## src/rtl/instr_fetch_pkg.sv

```systemverilog
// Shared types and constants for the instruction fetch unit (package fetch_pkg).
// Optional fetch counter is enabled by defining INSTR_FETCH_PERF_CNT_EN.
package fetch_pkg;

  localparam logic [31:0] NOP_INSTR = 32'h0000_0013;
  localparam int          OPCODE_W  = 7;

  typedef enum logic {
    FETCH = 1'b0,
    FLUSH = 1'b1
  } fetch_state_t;

  function automatic logic [31:0] align_pc(input logic [31:0] pc);
    return {pc[31:2], 2'b00};
  endfunction

endpackage

```

## src/rtl/instr_fetch_if.sv

```systemverilog
// Bus bundle of the fetch unit: memory request/response, redirect and decode sides.
// master = fetch unit, slave = surrounding pipeline/memory.
interface instr_fetch_if;
  import fetch_pkg::*;

  logic                imem_req_valid;
  logic                imem_req_ready;
  logic [31:0]         imem_req_addr;
  logic                imem_rsp_valid;
  logic [31:0]         imem_rsp_data;
  logic                redirect_valid;
  logic [31:0]         redirect_pc;
  logic                id_valid;
  logic                id_ready;
  logic [31:0]         id_instr;
  logic [31:0]         id_pc;
  logic [OPCODE_W-1:0] id_opcode;
  logic [31:0]         fetch_count;

  modport master (
    output imem_req_valid, imem_req_addr, id_valid, id_instr, id_pc, id_opcode, fetch_count,
    input  imem_req_ready, imem_rsp_valid, imem_rsp_data, redirect_valid, redirect_pc, id_ready
  );

  modport slave (
    input  imem_req_valid, imem_req_addr, id_valid, id_instr, id_pc, id_opcode, fetch_count,
    output imem_req_ready, imem_rsp_valid, imem_rsp_data, redirect_valid, redirect_pc, id_ready
  );

endinterface

```

## src/rtl/instr_fetch_fifo.sv

```systemverilog
// DEPTH-entry synchronous FIFO of {pc, instr} words with clear; head is read combinationally
// so a pushed entry is visible to decode exactly one cycle later.
module fetch_fifo #(
  parameter int unsigned DEPTH = 2,
  parameter int unsigned WIDTH = 64,
  localparam int unsigned AW   = $clog2(DEPTH),
  localparam int unsigned CW   = AW + 1
) (
  input  logic             clk,
  input  logic             reset,
  input  logic             push_i,
  input  logic [WIDTH-1:0] push_data_i,
  input  logic             pop_i,
  input  logic             clear_i,
  output logic [WIDTH-1:0] head_o,
  output logic             empty_o,
  output logic             full_o,
  output logic [CW-1:0]    count_o
);

  logic [WIDTH-1:0] mem_q [DEPTH];
  logic [AW-1:0]    wr_ptr_q, wr_ptr_d, rd_ptr_q, rd_ptr_d;
  logic [CW-1:0]    count_q, count_d;
  logic             do_push, do_pop;

  assign empty_o = (count_q == '0);
  assign full_o  = (count_q == CW'(DEPTH));
  assign count_o = count_q;
  assign head_o  = mem_q[rd_ptr_q];

  assign do_pop  = pop_i && !empty_o && !clear_i;
  assign do_push = push_i && (!full_o || do_pop) && !clear_i;

  always_comb begin
    wr_ptr_d = wr_ptr_q;
    rd_ptr_d = rd_ptr_q;
    count_d  = count_q;
    if (clear_i) begin
      wr_ptr_d = '0;
      rd_ptr_d = '0;
      count_d  = '0;
    end else begin
      if (do_push) wr_ptr_d = wr_ptr_q + AW'(1);
      if (do_pop)  rd_ptr_d = rd_ptr_q + AW'(1);
      count_d = count_q + CW'(do_push) - CW'(do_pop);
    end
  end

  always_ff @(posedge clk or negedge reset) begin
    if (!reset) begin
      wr_ptr_q <= '0;
      rd_ptr_q <= '0;
      count_q  <= '0;
    end else begin
      wr_ptr_q <= wr_ptr_d;
      rd_ptr_q <= rd_ptr_d;
      count_q  <= count_d;
    end
  end

  // Storage needs no reset: count/pointers define validity.
  always_ff @(posedge clk) begin
    if (do_push) mem_q[wr_ptr_q] <= push_data_i;
  end

endmodule

```

## src/rtl/instr_fetch.sv

```systemverilog
// Instruction fetch unit: issues in-order word fetches, buffers responses for decode and
// flushes stale responses after a redirect. Counter built only with INSTR_FETCH_PERF_CNT_EN.
module instr_fetch
  import fetch_pkg::*;
#(
  parameter logic [31:0] RESET_PC = 32'h0000_0000,
  parameter int unsigned DEPTH    = 2
) (
  input logic           clk,
  input logic           reset,
  instr_fetch_if.master bus
);

  localparam int unsigned CW      = $clog2(DEPTH) + 1;
  localparam logic [CW:0] DEPTH_L = (CW+1)'(DEPTH);

  fetch_state_t  state_q, state_d;
  logic [31:0]   fetch_pc_q, fetch_pc_d, resp_pc_q, resp_pc_d;
  logic [CW-1:0] outstanding_q, outstanding_d;
  logic [CW-1:0] fifo_count;
  logic [CW:0]   occupancy;
  logic [63:0]   fifo_head;
  logic          fifo_empty, fifo_full;
  logic          req_valid, req_fire, rsp_taken, push, pop;
  logic [31:0]   target_pc, instr_out;

  assign target_pc = align_pc(bus.redirect_pc);
  assign occupancy = {1'b0, outstanding_q} + {1'b0, fifo_count};
  assign req_fire  = req_valid && bus.imem_req_ready;
  // Responses always retire an outstanding slot, even when their data is dropped.
  assign rsp_taken = bus.imem_rsp_valid && (outstanding_q != '0);
  assign push      = rsp_taken && (state_q == FETCH) && !bus.redirect_valid && (!fifo_full || pop);
  assign pop       = bus.id_valid && bus.id_ready;
  assign outstanding_d = outstanding_q + CW'(req_fire) - CW'(rsp_taken);

  always_ff @(posedge clk or negedge reset) begin
    if (!reset) state_q <= FETCH;
    else        state_q <= state_d;
  end

  always_comb begin
    state_d = state_q;
    unique case (state_q)
      FETCH: if (bus.redirect_valid && (outstanding_d != '0)) state_d = FLUSH;
      FLUSH: if (!bus.redirect_valid && (outstanding_d == '0)) state_d = FETCH;
    endcase
  end

  always_comb begin
    req_valid          = reset && (state_q == FETCH) && !bus.redirect_valid && (occupancy < DEPTH_L);
    instr_out          = fifo_empty ? NOP_INSTR : fifo_head[31:0];
    bus.imem_req_valid = req_valid;
    bus.imem_req_addr  = fetch_pc_q;
    bus.id_valid       = !fifo_empty && !bus.redirect_valid;
    bus.id_instr       = instr_out;
    bus.id_pc          = fifo_empty ? resp_pc_q : fifo_head[63:32];
    bus.id_opcode      = instr_out[OPCODE_W-1:0];
  end

  always_comb begin
    fetch_pc_d = fetch_pc_q;
    resp_pc_d  = resp_pc_q;
    if (bus.redirect_valid) begin
      fetch_pc_d = target_pc;
      resp_pc_d  = target_pc;
    end else begin
      if (req_fire) fetch_pc_d = fetch_pc_q + 32'd4;
      if (push)     resp_pc_d  = resp_pc_q + 32'd4;
    end
  end

  always_ff @(posedge clk or negedge reset) begin
    if (!reset) begin
      fetch_pc_q    <= RESET_PC;
      resp_pc_q     <= RESET_PC;
      outstanding_q <= '0;
    end else begin
      fetch_pc_q    <= fetch_pc_d;
      resp_pc_q     <= resp_pc_d;
      outstanding_q <= outstanding_d;
    end
  end

  fetch_fifo #(
    .DEPTH (DEPTH),
    .WIDTH (64)
  ) u_fifo (
    .clk         (clk),
    .reset       (reset),
    .push_i      (push),
    .push_data_i ({resp_pc_q, bus.imem_rsp_data}),
    .pop_i       (pop),
    .clear_i     (bus.redirect_valid),
    .head_o      (fifo_head),
    .empty_o     (fifo_empty),
    .full_o      (fifo_full),
    .count_o     (fifo_count)
  );

`ifdef INSTR_FETCH_PERF_CNT_EN
  logic [31:0] fetch_count_q;

  always_ff @(posedge clk or negedge reset) begin
    if (!reset)   fetch_count_q <= '0;
    else if (pop) fetch_count_q <= fetch_count_q + 32'd1;
  end

  assign bus.fetch_count = fetch_count_q;
`else
  assign bus.fetch_count = 32'h0;
`endif

endmodule

```

## src/flat_wrapper.sv

```systemverilog
// flat-port wrapper written by rule: the top's interface ports become plain ports
module instr_fetch_flat import fetch_pkg::*;
#(
  parameter logic [31:0] RESET_PC = 32'h0000_0000,
  parameter int unsigned DEPTH    = 2
)
  (clk, reset, bus_imem_req_valid, bus_imem_req_addr, bus_id_valid, bus_id_instr, bus_id_pc, bus_id_opcode, bus_fetch_count, bus_imem_req_ready, bus_imem_rsp_valid, bus_imem_rsp_data, bus_redirect_valid, bus_redirect_pc, bus_id_ready);
  instr_fetch_if bus_i ();
  input logic clk;
  input logic reset;
  output wire logic [$bits(bus_i.imem_req_valid)-1:0] bus_imem_req_valid;
  output wire logic [$bits(bus_i.imem_req_addr)-1:0] bus_imem_req_addr;
  output wire logic [$bits(bus_i.id_valid)-1:0] bus_id_valid;
  output wire logic [$bits(bus_i.id_instr)-1:0] bus_id_instr;
  output wire logic [$bits(bus_i.id_pc)-1:0] bus_id_pc;
  output wire logic [$bits(bus_i.id_opcode)-1:0] bus_id_opcode;
  output wire logic [$bits(bus_i.fetch_count)-1:0] bus_fetch_count;
  input wire logic [$bits(bus_i.imem_req_ready)-1:0] bus_imem_req_ready;
  input wire logic [$bits(bus_i.imem_rsp_valid)-1:0] bus_imem_rsp_valid;
  input wire logic [$bits(bus_i.imem_rsp_data)-1:0] bus_imem_rsp_data;
  input wire logic [$bits(bus_i.redirect_valid)-1:0] bus_redirect_valid;
  input wire logic [$bits(bus_i.redirect_pc)-1:0] bus_redirect_pc;
  input wire logic [$bits(bus_i.id_ready)-1:0] bus_id_ready;
  assign bus_imem_req_valid = bus_i.imem_req_valid;
  assign bus_imem_req_addr = bus_i.imem_req_addr;
  assign bus_id_valid = bus_i.id_valid;
  assign bus_id_instr = bus_i.id_instr;
  assign bus_id_pc = bus_i.id_pc;
  assign bus_id_opcode = bus_i.id_opcode;
  assign bus_fetch_count = bus_i.fetch_count;
  assign bus_i.imem_req_ready = bus_imem_req_ready;
  assign bus_i.imem_rsp_valid = bus_imem_rsp_valid;
  assign bus_i.imem_rsp_data = bus_imem_rsp_data;
  assign bus_i.redirect_valid = bus_redirect_valid;
  assign bus_i.redirect_pc = bus_redirect_pc;
  assign bus_i.id_ready = bus_id_ready;
  instr_fetch #(.RESET_PC(RESET_PC), .DEPTH(DEPTH)) u_core (.clk(clk), .reset(reset), .bus(bus_i));
endmodule
```

## config.mk

```make
export PLATFORM = sky130hd
export DESIGN_NAME = instr_fetch_flat
export DESIGN_NICKNAME = d
export VERILOG_FILES = /design/src/rtl/instr_fetch_pkg.sv /design/src/rtl/instr_fetch_if.sv /design/src/rtl/instr_fetch_fifo.sv /design/src/rtl/instr_fetch.sv /design/src/flat_wrapper.sv
export SDC_FILE = /design/constraint.sdc
export NUM_CORES = 1
export LEC_CHECK = 0
export CAP_MARGIN = 15
export CORE_ASPECT_RATIO = 1.75
export CORE_MARGIN = 2
export CORE_UTILIZATION = 35
export DETAILED_ROUTE_END_ITERATION = 8
export PLACE_DENSITY = 0.69
export SLEW_MARGIN = 25
export SYNTH_ARGS = -nofsm -noshare
export SYNTH_HDL_FRONTEND = slang
export SYNTH_HIERARCHICAL = 1
export SYNTH_SLANG_ARGS = --single-unit
```

## constraint.sdc

```tcl
create_clock -name clk -period 6.3 [get_ports clk]
set_input_delay 1.26 -clock clk [delete_from_list [all_inputs] [get_ports clk]]
set_output_delay 1.26 -clock clk [all_outputs]
set_load 0.03 [all_outputs]
```

==> metrics.md, run 1 <==
| Metric | Value |
|---|---|
| Run status | complete, no violations |
| First-pass GRT wire length | ~35000 um |
| Synth Area in Compound Gates | 0.06815 |
| GP Congestion | 0.8676 |
| Synth Warn # | 6 |
| WS Path Type | flip-flop to output port |
| Placed insts | 1209 |
| # IOs | 207 |
| Max clock buf depth | 2 |
| Tmin final | 4.452 ns |
| Vias/cell | 5.187 |
| Post-Syn Area | 9364 sq um |
| Final-report max-slew violation count | 0 |
| Largest net degree at the start of global routing | 68 |
| Post CTS Setup Buffer Count | 0 |
| Worst skew pair latency | 0.45 ns |
| Max Freq | between 200 and 250 MHz |
| Initial Util | 0.3535 |
| # diodes | 0 |
| Detailed Route WL | 22720 um |
| Total power density per cell area | 270.1 nW/um^2 |
| Fin Setup TNS | 0 ns |
| R2R setup slack | 2.74 ns |
| Finished Cell Area | 11840 sq um |
| Initial antenna violation count | 0 |
| Sw frac | 0.2944 |
| Synth Area in XOR/XNOR | 0.02993 |
| Non-filler cells, final | 1241 |
| Final ANT Viol Nets | 0 |
| Die height | about 220 um |
| Worst Hold Depth | 1 |
| CP startpoint kind | flip-flop |
| Reg clk slew, reported paths | 0.07 ns |
| Internal power | ~2.3 mW |
| Flops & latches, synth | 195 |
| Main combinational cell family by area after synthesis | simple AND/OR/NAND/NOR gates |
| Multiplexer area fraction after synthesis | 0.1211 |
| Leak | 4.184 nW |
| Area growth syn-to-layout | 26.40% |
| TritonCTS clock tree | built |
| Clk_skew | ~0.010 ns |
| Crit path required time | 5.04 ns |
| Seq/Total Area, Yosys | 0.5895 |
| Max-Cap Viols | 0 |
| Core area | 26490 sq um |
| Share of cells above drive strength 1 | 0.1734 |
| Crit Path Max Fanout | 8 |
| Post-synthesis simple-gate area fraction | 0.1273 |
| Synth area leader | edfxtp_1 |
| Post-synth cell types | 53 |
| Least-Margin Pin Slew | between 0.8 and 0.9 ns |
| Gate power share | 0.190 |
| VDD IR-drop max | 0.1890 mV |
| Die area | 28130 sq um |
| Synth Area in Adders | 0.01015 |
| WL/cell | 18.31 um |
| Clk sinks | 195 |
| TritonCTS buffer count | 17 |
| Synth top area share | 0.4105 |
| CTS Hold Bufs | 0 |
| Starting DRT DRC Count | 371 |
| Post-Synthesis Cells | roughly 740 |
| Finish-stage setup viols | 0 |
| Number of global-route vias before repair | 6309 |
| RSZ-0062 raised after global routing | no |
| Via count | about 6400 |
| Detailed Routing Iterations Pass 1 | 5 |
| CTS Root Cell | clkbuf_16 |
| Total Routing Usage GR | 0.1616 |
| Placed inst area | 11270 sq um |
| Register share of total power | 0.481 |
| CP arrival | 3.19 ns |
| Reg2Reg Depth | 8 |
| P_sw | 0.9411 mW |
| Die width | 127.6 um |
| Primary FF master, synth | edfxtp_1 |
| Period Utilization, post-route | 0.7066 |
| Asr flop ratio synth | 0.3436 |
| Number of flops mapped to enable cells by yosys | 128 |
| Nets | roughly 980 |
| Port Buffers | 170 |
| Final Hold Fails | 0 |
| Drt drc | 0 |
| Largest cells by area after synthesis | edfxtp_1, dfrtp_1, mux2_2 |
| Mean Syn Cell Area | 12.67 sq um |
| Site Rows | 79 |
| Normalized max-slew margin | 0.4179 |
| Grt ovf | 0 |
| Post-CTS sizing | 0 |
| Hold slack final | 0.5453 ns |
| H-tree levels | 4 |
| HP Class | flip-flop to flip-flop |
| Detailed placement HPWL | between 15000 and 20000 um |
| Setup crit end kind | output port |
| Clk pwr share | 0.329 |
==> layout by cell type, fill, tap and decap left out, types with 3 or more instances in the layout <==
cell type,Yosys,layout
a21oi_1,3,3
a31oi_1,6,6
and2_1,6,6
and3_1,9,9
buf_4,42,11
clkbuf_16,0,18
clkdlybuf4s50_1,0,168
conb_1,1,38
dfrtp_1,67,66
edfxtp_1,128,128
ha_1,6,6
inv_1,14,14
inv_4,1,4
inv_6,0,4
mux2_2,98,98
mux2i_1,3,3
nand2_1,61,61
nand2b_1,3,3
nand3_1,23,23
nand4_1,24,24
nor2_1,24,21
nor2_4,0,3
nor2b_1,34,34
nor3_1,8,8
nor4_1,11,10
o211ai_1,15,15
o21ai_0,34,34
o311ai_0,20,20
o31a_1,3,3
or2_2,4,4
or3_1,4,4
or4_1,3,3
xnor2_1,19,19
xor2_1,13,13
==> Yosys cell counts, types with 4 or more instances <==
cell type,n
a31oi_1,6
and2_1,6
and3_1,9
buf_2,10
buf_4,42
clkbuf_1,18
dfrtp_1,67
edfxtp_1,128
ha_1,6
inv_1,14
mux2_2,98
nand2_1,61
nand3_1,23
nand4_1,24
nor2_1,24
nor2b_1,34
nor3_1,8
nor4_1,11
o211ai_1,15
o21ai_0,34
o311ai_0,20
or2_2,4
or3_1,4
xnor2_1,19
xor2_1,13
==> metal layers <==
metal  vias to the layer above  part of all wire  global-route usage
met3                        51             0.042             0.03216
met2                       204              0.54              0.2911
li1                       3009                 -                   -
met4                         0             0.039             0.09194
met5                         -                 0                   0
met1                      3173              0.38              0.1758
==> final cells by class <==
| cell class | instances | area (sq um) |
|---|---|---|
| fillers | 2386 | 14650 |
| flip-flops and latches | 195 | 5522 |
| multi-input cells | 494 | 3511 |
| repair buffers | 181 | 1774 |
| clock buffers | 21 | 475.5 |
| well taps | 324 | 405.4 |
| clock inverters | 11 | 90.09 |
| inverters | 15 | 58.81 |
==> registers in the layout, summed over array words and instances, names as in the netlist <==
register                  flops
u_core/bus.imem_req_addr     30
u_core/outstanding_q          2
u_core/resp_pc_q             30
u_core/state_q                1
u_core/u_fifo/count_o         2
u_core/u_fifo/mem_q         128
u_core/u_fifo/rd_ptr_q        1
u_core/u_fifo/wr_ptr_q        1
==> cells by family (layout without fill, tap and decap cells) <==
group / after synthesis / after routing
fa+ha+maj: 7 / 7
other cells: 1 / 38
simple gates: 224 / 224
flops: 195 / 195
xor+xnor: 32 / 32
mux: 101 / 101
compound gates: 92 / 92
buf+inv: 87 / 228
==> worst max-delay path, stage by stage, from the launching register on <==
cell,delay (ns)
dfrtp_1,0.47
and2_1,0.19
fa_1,0.43
or4b_1,0.79
nor2_1,0.18
clkdlybuf4s50_1,0.69
==> power by group through the flow <==
stage	logic [mW]	registers (mW)	clock network, mW
2_1_floorplan	0.346	1.58	0
3_3_place_gp	0.604	1.56	0
3_5_place_dp	0.609	1.56	0
4_1_cts	0.613	1.54	1.08
5_1_grt	0.653	1.55	1.13
6_report	0.607	1.54	1.05
==> through the flow <==
stage                 util  setup WS [ns]  power (mW)
detailed placement  0.4255          1.935       2.172
global placement    0.4252          1.931       2.163
global route        0.4468          1.732       3.333
CTS                 0.4468          1.797       3.233
floorplan                -         0.5153       1.922
finish              0.4468          1.848       3.197
==> worst paths after layout <==
path                                               start                         to
worst max-delay path            u_core/u_fifo/count_o[0]         bus_imem_req_valid
worst min-delay path              u_core/u_fifo/wr_ptr_q     u_core/u_fifo/wr_ptr_q
worst max register to register  u_core/u_fifo/count_o[1]  u_core/u_fifo/mem_q[0][8]
worst min register to register    u_core/u_fifo/wr_ptr_q     u_core/u_fifo/wr_ptr_q
max in group asynchronous                          reset     u_core/u_fifo/rd_ptr_q
min in group asynchronous                          reset        u_core/resp_pc_q[8]
(Power assumes the default switching activity.)
==> inputs of run 2 (changes only) <==
- clock period: 6.3 -> 4.45 ns (I/O delays scaled with it)
==> metrics.md, run 2 (same netlist as run 1, synthesis figures left out) <==
| Metric | Value |
|---|---|
| Nets | 982 (was 981) |
| Final ANT Viol Nets | 0 (unchanged) |
| Most frequent cells in the layout | clkdlybuf4s50_1, edfxtp_1, mux2_2 (unchanged) |
| Grt ovf | 0 (unchanged) |
| Via count | 6379 (was 6437) |
| Detailed placement HPWL | 16070 um (was 16130 um) |
| CP arrival | 2.99 ns (was 3.19 ns) |
| Number of global-route vias before repair | 6277 (was 6309) |
| Die area | 28130 sq um (unchanged) |
| Top reg by flops | u_core/u_fifo/mem_q (unchanged) |
| Total Power | 4.498 mW (was 3.197 mW) |
| Vias/cell | 5.136 (was 5.187) |
| Share of cells above drive strength 1 | 0.1743 (was 0.1734) |
| GP Congestion | 0.8994 (was 0.8676) |
| Number of flip-flops under the largest register name | 128 (unchanged) |
| Setup crit end kind | output port (unchanged) |
| CP startpoint kind | flip-flop (unchanged) |
| TritonCTS buffer count | 17 (unchanged) |
| Die width | 127.6 um (unchanged) |
| HP Class | flip-flop to flip-flop (unchanged) |
| Period Utilization, post-route | 0.8721 |
| Crit Path Max Fanout | 8 (unchanged) |
| Tmin final | between 3 and 4 ns |
| VDD IR-drop max | 0.2802 mV (was 0.1890 mV) |
| Normalized max-slew margin | 0.4171 (was 0.4179) |
| RSZ-0062 raised after global routing | no (unchanged) |
| H-tree levels | 4 (unchanged) |
| Detailed Route WL | 22780 um (was 22720 um) |
| Reg clk slew, reported paths | 0.07 ns (about the same) |
| Starting DRT DRC Count | 343 (was 371) |
| Max Freq | 257.7 MHz |
| Crit path required time | 3.56 ns (was 5.04 ns) |
| Filler cells | 2400 (was 2386) |
| First-pass GRT wire length | 34670 um (was 34520 um) |
| Total power density per cell area | 378.8 nW/um^2 (was 270.1 nW/um^2) |
| Worst skew pair latency | 0.45 ns (about the same) |
| # diodes | 0 (unchanged) |
| Run status | complete, no violations (unchanged) |
| Commonest non-fill, non-tap cell in the layout | clkdlybuf4s50_1 (unchanged) |
| Core area | 26490 sq um (unchanged) |
| Placed insts | 1210 (was 1209) |
| Total Routing Usage GR | 0.1630 (was 0.1616) |
| Leak | 4.181 nW (was 4.184 nW) |
| WL/cell | 18.34 um (was 18.31 um) |
| CTS Hold Bufs | 0 (unchanged) |
| WS Path Type | flip-flop to output port (unchanged) |
| Initial antenna violation count | 0 (unchanged) |
| Drt drc | 0 (unchanged) |
| Clk sinks | 195 (unchanged) |
| Site Rows | 79 (unchanged) |
| Max-Cap Viols | 0 (unchanged) |
| Port Buffers | 170 (unchanged) |
| # IOs | 207 (unchanged) |
| Fin Setup TNS | 0 ns (unchanged) |
| Area growth syn-to-layout | 26.83% (was 26.40%) |
| Least-Margin Pin Slew | 0.8524 ns (was 0.8511 ns) |
| Largest net degree at the start of global routing | 68 (unchanged) |
| Final Hold Fails | 0 (unchanged) |
| TritonCTS clock tree | built (unchanged) |
| Post-CTS sizing | 0 (unchanged) |
| Die height | 220.4 um (unchanged) |
| Non-filler cells, final | 1242 (was 1241) |
| Post CTS Setup Buffer Count | 0 (unchanged) |
| Max clock buf depth | 2 (unchanged) |
| Finish-stage setup viols | 0 (unchanged) |
| Clk_skew | 0.009953 ns (was 0.01047 ns) |
| Final-report max-slew violation count | 0 (unchanged) |
| Detailed Routing Iterations Pass 1 | 4 (was 5) |
| CTS Root Cell | clkbuf_16 (unchanged) |
| Initial Util | 0.3535 (unchanged) |
run 2: metrics by stage:
| step | area [sq um] | hold slack [ns] | util | setup WS (ns) |
|---|---|---|---|---|
| after CTS | 11880 | 0.5529 | 0.4483 | 0.5390 |
| after detailed placement | 11330 | 0.5397 | 0.4276 | 0.9652 |
| after global placement | 11320 | 0.5243 | 0.4274 | 1.007 |
| after floorplan | 9503 | 0.4646 | - | -0.9647 |
| after global routing | 11880 | 0.5662 | 0.4483 | 0.4730 |
| final | 11880 | 0.5492 | 0.4483 | 0.5693 |
run 2: final cells by class:
class                      count  area [sq um]  area share
multi-input combinational    494          3511      0.2956
inverter                      15         58.81    0.004952
clock inverter                14         118.9     0.01001
sequential                   195          5522      0.4649
clock buffer                  18         429.2     0.03614
timing repair buffer         182          1832      0.1542
tap                          324         405.4     0.03413
run 2: critical path: stages, from the launching register on:
cell and delay [ns]:
dfrtp_1 0.46, and2_1 0.19, fa_1 0.43, or4b_1 0.50, buf_4 0.20, nor2_1 0.10, clkdlybuf4s50_1 0.67
run 2: power breakdown:
group	switching (mW)	total [mW]	internal (mW)	leakage [nW]
combinational	0.503	0.866	0.363	1.95
clock	0.723	1.45	0.731	0.265
sequential	0.128	2.18	2.05	1.97
total	1.35	4.50	3.14	4.18
run 2: worst paths after layout:
path	end	slack [ns]	from	cells past startpoint
worst max-delay path	bus_imem_req_valid	0.57	u_core/u_fifo/count_o[0]	6
worst min-delay path	u_core/u_fifo/wr_ptr_q	0.55	u_core/u_fifo/wr_ptr_q	1
worst max register to register	u_core/state_q	1.11	u_core/u_fifo/count_o[0]	13
worst min register to register	u_core/u_fifo/wr_ptr_q	0.55	u_core/u_fifo/wr_ptr_q	1
max in group asynchronous	u_core/u_fifo/rd_ptr_q	3.13	reset	2
min in group asynchronous	u_core/resp_pc_q[10]	0.69	reset	2
run 2: routing by layer:
metal  wire [um]  vias up  GRT usage
met5           0        -          0
met4         654        0    0.07802
met3         870       33    0.03143
met2       12410      180     0.2964
met1        8850     3162     0.1816
li1            -     3004          -
==> inputs of run 3 (changes only) <==
- CAP_MARGIN: 15 -> 5
==> results of run 3 <==
Final layout, timing and power as in run 2 (identical DEF).
